<file path="src/rtl/quant_output_packer_pkg.sv">
// quant_output_packer_pkg: shared widths, output_bits encodings and packer states.
package quant_output_packer_pkg;
  localparam int DATA_WIDTH = 32;
  localparam logic [1:0] OBITS_8 = 2'd0;
  localparam logic [1:0] OBITS_16 = 2'd1;
  localparam logic [1:0] OBITS_32 = 2'd2;
  typedef enum logic {PACK_IDLE, PACK_FILL} pack_state_e;
  function automatic logic [1:0] obits_norm(input logic [1:0] ob);
    return (ob == OBITS_8 || ob == OBITS_16) ? ob : OBITS_32;
  endfunction
endpackage

</file>
<file path="src/rtl/quant_lane_sat.sv">
// quant_lane_sat: clamp (QUANT_PACK_SATURATE_EN) or truncate one element to the lane width,
// result zero-extended in the low bits.
module quant_lane_sat
  import quant_output_packer_pkg::*;
(
  input  logic [DATA_WIDTH-1:0] din,
  input  logic [1:0]            wsel,
`ifdef QUANT_PACK_SATURATE_EN
  output logic                  sat,
`endif
  output logic [DATA_WIDTH-1:0] lane
);
`ifdef QUANT_PACK_SATURATE_EN
  logic signed [DATA_WIDTH-1:0] s;
  logic hi8, lo8, hi16, lo16;
  assign s = $signed(din);
  assign hi8 = s > 127;
  assign lo8 = s < -128;
  assign hi16 = s > 32767;
  assign lo16 = s < -32768;
  always_comb begin
    sat = 1'b0;
    lane = din;
    if (wsel == OBITS_8) begin
      sat = hi8 || lo8;
      lane = hi8 ? DATA_WIDTH'(8'h7F) : lo8 ? DATA_WIDTH'(8'h80) : DATA_WIDTH'(din[7:0]);
    end else if (wsel == OBITS_16) begin
      sat = hi16 || lo16;
      lane = hi16 ? DATA_WIDTH'(16'h7FFF) : lo16 ? DATA_WIDTH'(16'h8000) : DATA_WIDTH'(din[15:0]);
    end
  end
`else
  always_comb
    lane = (wsel == OBITS_8) ? DATA_WIDTH'(din[7:0]) :
           (wsel == OBITS_16) ? DATA_WIDTH'(din[15:0]) : din;
`endif
endmodule

</file>
<file path="src/rtl/quant_output_packer.sv">
// quant_output_packer: packs 8/16/32-bit quantized elements into words with byte enables.
// Optional QUANT_PACK_SATURATE_EN clamps elements to the lane range and adds sat_flag.
module quant_output_packer
  import quant_output_packer_pkg::pack_state_e;
  import quant_output_packer_pkg::PACK_IDLE;
  import quant_output_packer_pkg::PACK_FILL;
  import quant_output_packer_pkg::OBITS_8;
  import quant_output_packer_pkg::OBITS_16;
  import quant_output_packer_pkg::obits_norm;
#(
  parameter int DATA_WIDTH = quant_output_packer_pkg::DATA_WIDTH,
  parameter int BE_WIDTH = DATA_WIDTH / 8
) (
  input  logic                  clk,
  input  logic                  rst_n,
  input  logic [DATA_WIDTH-1:0] data_in,
  input  logic                  valid_in,
  output logic                  ready_in,
  input  logic                  last_in,
  input  logic [1:0]            output_bits,
  input  logic                  flush,
  output logic [DATA_WIDTH-1:0] data_out,
  output logic [BE_WIDTH-1:0]   byte_en,
  output logic                  valid_out,
  input  logic                  ready_out,
  output logic                  last_out,
`ifdef QUANT_PACK_SATURATE_EN
  output logic                  sat_flag,
`endif
  output logic                  busy
);
  pack_state_e state, state_n;
  logic [1:0] lane_idx, lane_idx_n, wsel_cur, w_eff, last_lane;
  logic [DATA_WIDTH-1:0] acc, acc_n, acc_upd, lane;
  logic [BE_WIDTH-1:0] mask, mask_n, mask_upd, lane_be;
  logic [4:0] sh;
  logic [2:0] boff;
  logic pend_flush, pend_n, accept, complete, flush_emit, load;
`ifdef QUANT_PACK_SATURATE_EN
  logic sat;
`endif
  assign ready_in = !valid_out || ready_out;
  assign accept = valid_in && ready_in;
  // Width is taken fresh only at the start of a word; mid-word changes are ignored.
  assign w_eff = (lane_idx == 2'd0) ? obits_norm(output_bits) : wsel_cur;
  assign last_lane = (w_eff == OBITS_8) ? 2'd3 : (w_eff == OBITS_16) ? 2'd1 : 2'd0;
  assign complete = accept && (lane_idx == last_lane || last_in);
  assign flush_emit = state == PACK_FILL && !accept && ready_in && (pend_flush || flush);
  assign load = complete || flush_emit;
  assign sh = {lane_idx, 3'b000} << w_eff;
  assign boff = {1'b0, lane_idx} << w_eff;
  assign lane_be = (w_eff == OBITS_8) ? BE_WIDTH'(1) : (w_eff == OBITS_16) ? BE_WIDTH'(3) : '1;
  assign acc_upd = acc | (lane << sh);
  assign mask_upd = mask | (lane_be << boff);
  assign busy = state == PACK_FILL || valid_out || pend_flush;
  quant_lane_sat u_sat (
    .din  (data_in),
    .wsel (w_eff),
`ifdef QUANT_PACK_SATURATE_EN
    .sat  (sat),
`endif
    .lane (lane)
  );
  always_comb begin
    state_n = state;
    acc_n = acc;
    mask_n = mask;
    lane_idx_n = lane_idx;
    pend_n = pend_flush || flush;
    if (complete || flush_emit) begin
      state_n = PACK_IDLE;
      acc_n = '0;
      mask_n = '0;
      lane_idx_n = 2'd0;
      pend_n = 1'b0;
    end else if (accept) begin
      state_n = PACK_FILL;
      acc_n = acc_upd;
      mask_n = mask_upd;
      lane_idx_n = lane_idx + 2'd1;
    end else if (state == PACK_IDLE) begin
      pend_n = 1'b0;
    end
  end
  always_ff @(posedge clk or negedge rst_n) begin
    if (!rst_n) begin
      state <= PACK_IDLE;
      acc <= '0;
      mask <= '0;
      lane_idx <= 2'd0;
      wsel_cur <= OBITS_8;
      pend_flush <= 1'b0;
    end else begin
      state <= state_n;
      acc <= acc_n;
      mask <= mask_n;
      lane_idx <= lane_idx_n;
      pend_flush <= pend_n;
      if (accept && lane_idx == 2'd0) wsel_cur <= w_eff;
    end
  end
  // A load only happens when ready_in is high, so a held word is never overwritten.
  always_ff @(posedge clk or negedge rst_n) begin
    if (!rst_n) begin
      data_out <= '0;
      byte_en <= '0;
      valid_out <= 1'b0;
      last_out <= 1'b0;
    end else if (load) begin
      data_out <= complete ? acc_upd : acc;
      byte_en <= complete ? mask_upd : mask;
      valid_out <= 1'b1;
      last_out <= complete && last_in;
    end else if (ready_out) begin
      valid_out <= 1'b0;
      last_out <= 1'b0;
    end
  end
`ifdef QUANT_PACK_SATURATE_EN
  always_ff @(posedge clk or negedge rst_n) begin
    if (!rst_n) sat_flag <= 1'b0;
    else sat_flag <= accept && sat;
  end
`endif
endmodule

</file>
<file path="config.mk">
export PLATFORM = sky130hd
export DESIGN_NAME = quant_output_packer
export DESIGN_NICKNAME = d
export VERILOG_FILES = /design/src/rtl/quant_output_packer_pkg.sv /design/src/rtl/quant_lane_sat.sv /design/src/rtl/quant_output_packer.sv
export SDC_FILE = /design/constraint.sdc
export NUM_CORES = 1
export LEC_CHECK = 0
export BUFFER_PORTS_ARGS = -buffer_cell sky130_fd_sc_hd__buf_4
export CELL_PAD_IN_SITES_DETAIL_PLACEMENT = 1
export CELL_PAD_IN_SITES_GLOBAL_PLACEMENT = 2
export CORE_MARGIN = 1.5
export CORE_UTILIZATION = 37
export DETAILED_ROUTE_END_ITERATION = 6
export PLACE_DENSITY = 0.94
export SLEW_MARGIN = 40
export SYNTH_ARGS = -nofsm -noshare
export SYNTH_HDL_FRONTEND = slang
export SYNTH_SLANG_ARGS = --single-unit
</file>
<file path="constraint.sdc">
create_clock -name clk -period 3.85 [get_ports clk]
set_input_delay 0.5775 -clock clk [delete_from_list [all_inputs] [get_ports clk]]
set_output_delay 0.5775 -clock clk [all_outputs]
set_load 0.02 [all_outputs]
</file>
==> results.md, run 1 <==
Status:
- The run finished with clean final reports.

Routing:
- The routed length on met2 is 6700 um.
- Wire segments on met3 add up to 621 um in the final route.
- For this block, the initial DRC count from the detailed router was 245.
- In this run the remaining antenna-violating nets after routing total 0.
- The detailed router put a total of 5790 um of wire on met1.
- The mean number of vias per cell is 6.003.
- The total vias in the final route is 3836.
- The first TritonRoute pass finished after 5 iterations.
- For this run, design rule violations remaining after detail routing come to 0.
- After detailed routing, the average wire length per cell comes to 21.06 um.
- The detailed-route wire length is 13460 um.
- The top metal layer carrying routed signals is met4.

Logic synthesis:
- The synthesized design contains 0 enable-type register cells.
- Dividing the synthesized area by the synthesized cell count gives 9.649 sq um.
- The warning count from the yosys run is 0.
- In this run, distinct cell masters in the synthesized netlist total 44.
- The post-synthesis sequential element count is 80.
- The most frequently used cell type in the post-synthesis netlist is sky130_fd_sc_hd__dfrtp_1.
- The commonest register cell after synthesis is sky130_fd_sc_hd__dfrtp_1.
- Summed over all instances, the cell type with the most area after synthesis is sky130_fd_sc_hd__dfrtp_1.
- The fraction of post-synthesis cell area in the top cell type by area is 48.25%.
- The number of instances in the synthesized netlist is 430.
- Summing every instance area after synthesis gives 4149 sq um.
- The share of the yosys chip area belonging to registers is 48.25%.
- The synthesized net count is 471.
- After synthesis, the cell types taking the most area are sky130_fd_sc_hd__dfrtp_1 48%, sky130_fd_sc_hd__a21oi_1 6.4%, sky130_fd_sc_hd__nor2_1 4.3%.
- Counting flops with an async set or reset pin after synthesis yields a share of 100.0%.
- By count the netlist is led by 80 x sky130_fd_sc_hd__dfrtp_1, 53 x sky130_fd_sc_hd__a21oi_1, 48 x sky130_fd_sc_hd__nor2_1.

Global route:
- The initial antenna violation count came to 0.
- In the global route stage, overall resource usage came out at 23.82%.
- The pin count of the biggest net entering global routing is 81.
- The number of global-route vias before repair is 3921.
- The first global-routing pass estimated 21230 um of wire.
- The overflow left after global routing is 0.

STA:
- The smallest clock period supported by the final layout is computed as 3.370 ns.
- The worst path uses 87.54% of the clock period.
- Setup repair after global routing left no endpoint under its margin.
- The max-slew violation count is 0.
- The actual transition at the worst max-transition pin is 0.8651 ns.
- Setup total negative slack on the finished layout was measured at 0 ns.
- The count of final hold-check violations is 0.
- For the final database, setup skew stands at 0.008892 ns.
- The worst pin sits at a relative slew slack of 41.94%.
- Setup violations remaining at the end of the flow were counted as 0.
- The maximum frequency from static timing analysis is 0.2967 GHz.

Layout:
- The repair_antennas step left the layout with diodes totalling 0.
- After the last flow step, the layout net total stands at 535.
- The total area of multi-input combinational cells is 1873 sq um.
- Cells with a size suffix above 1 make up 25.45% of the layout.
- Counting the fill cells in the layout gives 1249.
- The number of non-filler instances in the completed layout is 639.
- Compared with the post-synthesis result, the final layout area differs by 21.62%.
- The footprint of the flip-flops and latches is 2002 sq um.

Critical path:
- For the worst setup path, the data arrival time is 3.64 ns.
- The setup path with the least slack is of type reg2reg.
- STA classifies the critical path startpoint as a register.
- In this run the critical register-to-register path is launched from lane_idx[1].
- The setup slack of the worst register-to-register path is 0.48 ns.
- The endpoint of the lowest-slack register-to-register path is data_out[27].
- The kind of end point of the critical path is a register.
- For the worst flop-to-flop path, the logic depth is 8.
- The largest fanout of any net on the critical path is 14.
- The required time at the endpoint of the critical path is 4.12 ns.

Floorplan:
- For this design the top-level I/O count stands at 80.
- In this run the core area contains 38 standard-cell rows.
- Measured along the y axis, the die boundary spans 108.9 um.
- The placeable core region is 10890 sq um.
- The die outline width is 108.9 um.
- The die covers 11860 sq um.
- The initial cell density of the core is 38.11%.

Clock tree:
- For the worst-skew pair, the clock arrives at the later sink with an insertion delay of 0.36 ns.
- The clock net in this run drives a total of 80 sinks.
- The number of cells upsized or downsized after cts is 0.
- TritonCTS built the clock tree.
- Clock-pin slew was measured on the worst setup and hold paths at 0.09 ns.
- The number of hold buffers added after CTS was 0.
- The number of CTS-inserted buffers is 9.
- The deepest level of the CTS H-tree is 3.
- In this run the post-CTS setup repair buffer count came out at 0.
- The longest clock path from root to sink contains 2 buffers.
- The cell at the root of the clock tree is sky130_fd_sc_hd__clkbuf_8.

Job:
- The tool flagged a number of max-cap violations equal to 0.

Place:
- The weighted congestion at the end of routability-driven global placement is 0.8106.
- The half-perimeter wire length after placement is 8956 um.
- Once placement completed, the tool counted placed cells totaling 623.
- The number of port buffers is 79.

Power and ir drop:
- The worst-case IR drop observed on VDD is 0.0003705 V.
- The leakage power is 2.195 nW.
- Dividing total power by cell area gives a power density of 891.2 nW/um^2.

Worst hold path:
- The class of the most critical hold timing path is in2async.
power breakdown:
| group | total [mW] | internal (mW) | switching (mW) |
|---|---|---|---|
| logic | 2.33 | 0.902 | 1.43 |
| registers | 1.47 | 1.22 | 0.252 |
| clock network | 0.702 | 0.382 | 0.320 |
| total | 4.50 | 2.50 | 2.00 |
per-layer routing:
| metal | GRT usage [%] | vias up |
|---|---|---|
| li1 | - | 1723 |
| met1 | 31.54 | 1972 |
| met2 | 38.66 | 114 |
| met3 | 3.407 | 27 |
| met4 | 10.62 | 0 |
| met5 | 0 | - |
worst max-delay path by stage:
stage                               to  slack [ns]   startpoint  cells past startpoint
after floorplan           data_out[28]        1.37  lane_idx[0]                     11
after global placement    data_out[27]        0.78  lane_idx[1]                      8
after detailed placement  data_out[26]        0.51  lane_idx[1]                      8
after CTS                 data_out[27]        0.45  lane_idx[1]                      8
after global routing      data_out[27]        0.22  lane_idx[1]                      8
final                     data_out[27]        0.48  lane_idx[1]                      8
logic make-up (layout without fill, tap and decap cells):
family,Yosys count,after routing,share of synthesized area [%]
adder cells (fa/ha/maj),1,1,0.3015
flip-flops,80,80,48.25
multiplexers,9,9,2.292
AO/OA/AOI/OAI,177,177,29.04
buffers and inverters,59,128,7.268
AND/OR/NAND/NOR,104,104,12.85
critical path, stage by stage (launching register included):
cell and delay [ns]:
sky130_fd_sc_hd__dfrtp_1 0.42, sky130_fd_sc_hd__inv_1 0.18, sky130_fd_sc_hd__ha_1 0.52, sky130_fd_sc_hd__mux2i_1 0.53, sky130_fd_sc_hd__mux2i_1 0.39, sky130_fd_sc_hd__o31a_1 0.57
sky130_fd_sc_hd__buf_4 0.32, sky130_fd_sc_hd__a211oi_1 0.10, sky130_fd_sc_hd__a211oi_1 0.25
layout make-up:
cell class                      count  area share (%)
Clock buffer                       11           2.802
Clock inverter                      5           1.587
Multi-Input combinational cell    291           37.12
Timing Repair Buffer               90           13.71
Tap cell                          140           3.471
Inverter                           22           1.636
Sequential cell                    80           39.67
state kept, by name, summed over array words and instances (netlist names):
| name | flops |
|---|---|
| data_out | 32 |
| lane_idx | 2 |
| state | 1 |
| wsel_cur | 2 |
| mask | 4 |
| byte_en | 4 |
| last_out | 1 |
| valid_out | 1 |
| acc | 32 |
| pend_flush | 1 |
layout by cell type (no fill, tap or decap), drive strengths merged, types with 2 or more instances in the layout:
cell and instances:
a211oi 26, a21oi 55, a2bb2oi 8, a31oi 21, a32o 9, and2 9
buf 90, bufinv 2, clkbuf 11, clkinvlp 2, dfrtp 80, inv 22
mux2 4, mux2i 5, nand2 13, nand3 8, nor2 48, nor2b 6
nor3 5, nor4 8, o211ai 16, o21ai 22, o22a 3, o31a 4
o31ai 9, or3 3
stage by stage:
| step | hold WS, ns | util (%) | area, sq um | total power [mW] | setup WS (ns) |
|---|---|---|---|---|---|
| after floorplan | 0.2819 | - | 4149 | 3.012 | 1.374 |
| after global placement | 0.4744 | 44.24 | 4817 | 3.681 | 0.7827 |
| after detailed placement | 0.4808 | 44.31 | 4825 | 3.790 | 0.5127 |
| after CTS | 0.2780 | 46.35 | 5046 | 4.507 | 0.4462 |
| after global routing | 0.2902 | 46.35 | 5046 | 4.778 | 0.2189 |
| final | 0.2161 | 46.35 | 5046 | 4.497 | 0.4795 |
No activity file was read; power rests on OpenSTA's default activity.
==> run 2, diff against run 1 <==
Settings changed: RECOVER_POWER from default to 50.
==> run 2 against run 1 <==
The run now ends with capacitance limit, slew limit left. Routed wire length fell by 0.16%. Non-clock buffer count did not move. Critical endpoint unchanged. Total power fell by 2.0%. Register-to-register slack barely moved. Combinational power fell by 4%.
==> results.md, run 2 (synthesis results as in run 1) <==
STA:
- The maximum frequency from static timing analysis is 0.2967 GHz.
- The clock period could shrink to 3.370 ns.
- Setup violations remaining at the end of the flow were counted as 0.
- The count of final hold-check violations is 0.
- At the pin with the least slew margin, the transition time is 2.024 ns.
- Setup repair after global routing left no endpoint under its margin.
- Of the available clock period, the critical path in the final layout requires 87.54%.
- The worst pin sits at a relative slew slack of -34.92%.
- In the post-route analysis, the smallest setup slack over all paths is 0.4796 ns.
- The post-route worst hold slack is 0.4959 ns.
- On the final layout, the worst clock skew is 0.009930 ns.
- The aggregate negative setup slack is 0 ns.
- The max-slew violation count came to 81.

Routing:
- The total vias in the final route is 3776.
- The detailed-route wire length per cell is 21.03 um.
- After detailed routing, the total wire length is 13440 um.
- The pre-antenna-repair detailed-routing pass consisted of 5 iterations.
- Dividing the detail-routed via count by the number of cells gives 5.909.
- Once detail routing completed, the nets flagged for antenna violations numbered 0.
- The first routing iteration left 257 violations.
- In the routed design, unresolved DRC markers number 0.

Floorplan:
- The vertical extent of the die is 108.9 um.
- The initial cell density of the core is 38.11%.
- From left edge to right edge, the die measures 108.9 um.
- In this run the count of I/O pins placed on the die edge is 80.
- After floorplanning, the core was divided into 38 placement rows.
- The placeable core region is 10890 sq um.
- The die covers 11860 sq um.

Power and ir drop:
- For this design the ratio of total power to cell area is 887.9 nW/um^2.
- The leakage power is 2.120 nW.
- IR analysis of the VDD net gives a maximum drop of 0.0003690 V.
- The total power of the final layout is 4.408 mW.

Clock tree:
- Counting along the longest clock path gives a buffer depth of 2.
- TritonCTS built the clock tree.
- The cell at the root of the clock tree is sky130_fd_sc_hd__clkbuf_8.
- The deepest level of the CTS H-tree is 3.
- For this design, the CTS-stage hold fixing added 0 buffers.
- TritonCTS created 9 clock buffers.
- The number of buffers inserted to repair setup after CTS is 0.
- The clock network latency to the later pin of the worst-skew pair is 0.37 ns.
- After clock tree synthesis, the clock-pin slew on the worst setup and hold paths is 0.08 ns.
- For this design, the sink count on the clock tree is 80.
- The number of gates resized after CTS was 0.

Layout:
- The sequential cells in the finished layout cover a total of 2002 sq um.
- The filler cell count in the final layout is 1259.
- The total area of multi-input combinational cells is 1873 sq um.
- The top cell types in the final layout, fill and taps aside, are 80 x sky130_fd_sc_hd__dfrtp_1, 68 x sky130_fd_sc_hd__buf_4, 53 x sky130_fd_sc_hd__a21oi_1.
- The number of inserted diodes is 0.
- The share of layout cells above drive strength 1 is 21.44%.
- The most common cell after layout, fill and taps aside is sky130_fd_sc_hd__dfrtp_1.
- At the end of the flow, the number of nets in the layout was 535.
- The number of non-filler instances in the completed layout is 639.
- The layout overhead on the synthesized area is 19.66%.
- Cells fill 45.60% of the core in the end.
- The finished cells cover 4965 sq um.
- The largest registers in the layout are acc (32), data_out (32).

Place:
- Before CTS, the worst setup slack after placement is 0.5127 ns.
- The total placed instance area is 4825 sq um.
- Including well taps, the total number of placed cells is 623.
- The wire-length estimate of the detail-placed layout is 8956 um.
- The number of port buffers is 79.
- The weighted congestion at the end of routability-driven global placement is 0.8106.

Global route:
- The number of global-route vias before repair is 3921.
- Global routing used 23.82% of the available tracks.
- The first global-routing pass estimated 21230 um of wire.
- The total overflow left after global routing is 0.
- The pin count of the biggest net entering global routing is 81.
- The initial antenna violation count is 0.

Critical path:
- The critical path is of the reg2reg type.
- The worst setup path is launched from a register.
- At the worst endpoint, the required time is 4.12 ns.
- The largest fanout of any net on the critical path is 14.
- Setup slack on the worst reg-to-reg path comes out at 0.48 ns.
- The data arrival at the endpoint of the critical path is 3.64 ns.
- The kind of end point of the critical path is a register.

Worst hold path:
- The min-delay analysis places its worst path in the category in2reg.

Status:
- The run finished, with violations left.
- The checks that failed: capacitance limit, slew limit.

Job:
- The tool flagged a number of max-cap violations equal to 1.
## run 2: path summary, 6_finish.rpt
check                      cells after the start           end   startpoint
setup / recovery                               8  data_out[27]  lane_idx[1]
hold / removal                                 3        acc[3]   data_in[3]
setup reg to reg                               8  data_out[27]  lane_idx[1]
hold reg to reg                                2        acc[6]       acc[6]
max in group asynchronous                      1       acc[24]        rst_n
min in group asynchronous                      1       acc[23]        rst_n
## run 2: worst max-delay path, cell delays in order, from the launching register on
cell and delay [ns]:
sky130_fd_sc_hd__dfrtp_1 0.42, sky130_fd_sc_hd__inv_1 0.18, sky130_fd_sc_hd__ha_1 0.52, sky130_fd_sc_hd__mux2i_1 0.53, sky130_fd_sc_hd__mux2i_1 0.39, sky130_fd_sc_hd__o31a_1 0.57, sky130_fd_sc_hd__buf_4 0.32, sky130_fd_sc_hd__a211oi_1 0.10
sky130_fd_sc_hd__a211oi_1 0.24
## run 2: area by class of cell
class	count	area share (%)
Timing Repair Buffer	90	12.30
Inverter	22	1.663
Clock buffer	11	2.848
Clock inverter	5	1.613
Multi-Input combinational cell	291	37.73
Tap cell	140	3.528
Sequential cell	80	40.32
## run 2: report_power, final
| group | leakage (nW) | switching, mW | internal [mW] | total (mW) |
|---|---|---|---|---|
| Combinational | 1.03 | 1.43 | 0.817 | 2.24 |
| Clock | 0.106 | 0.319 | 0.382 | 0.701 |
| Sequential | 0.985 | 0.248 | 1.22 | 1.46 |
## run 2: routing by layer
metal,track usage (%),up-vias,part of all wire [%]
li1,-,1717,-
met1,31.54,1925,43
met2,38.66,109,50
met3,3.407,25,4.7
met4,10.62,0,2.4
met5,0,-,0
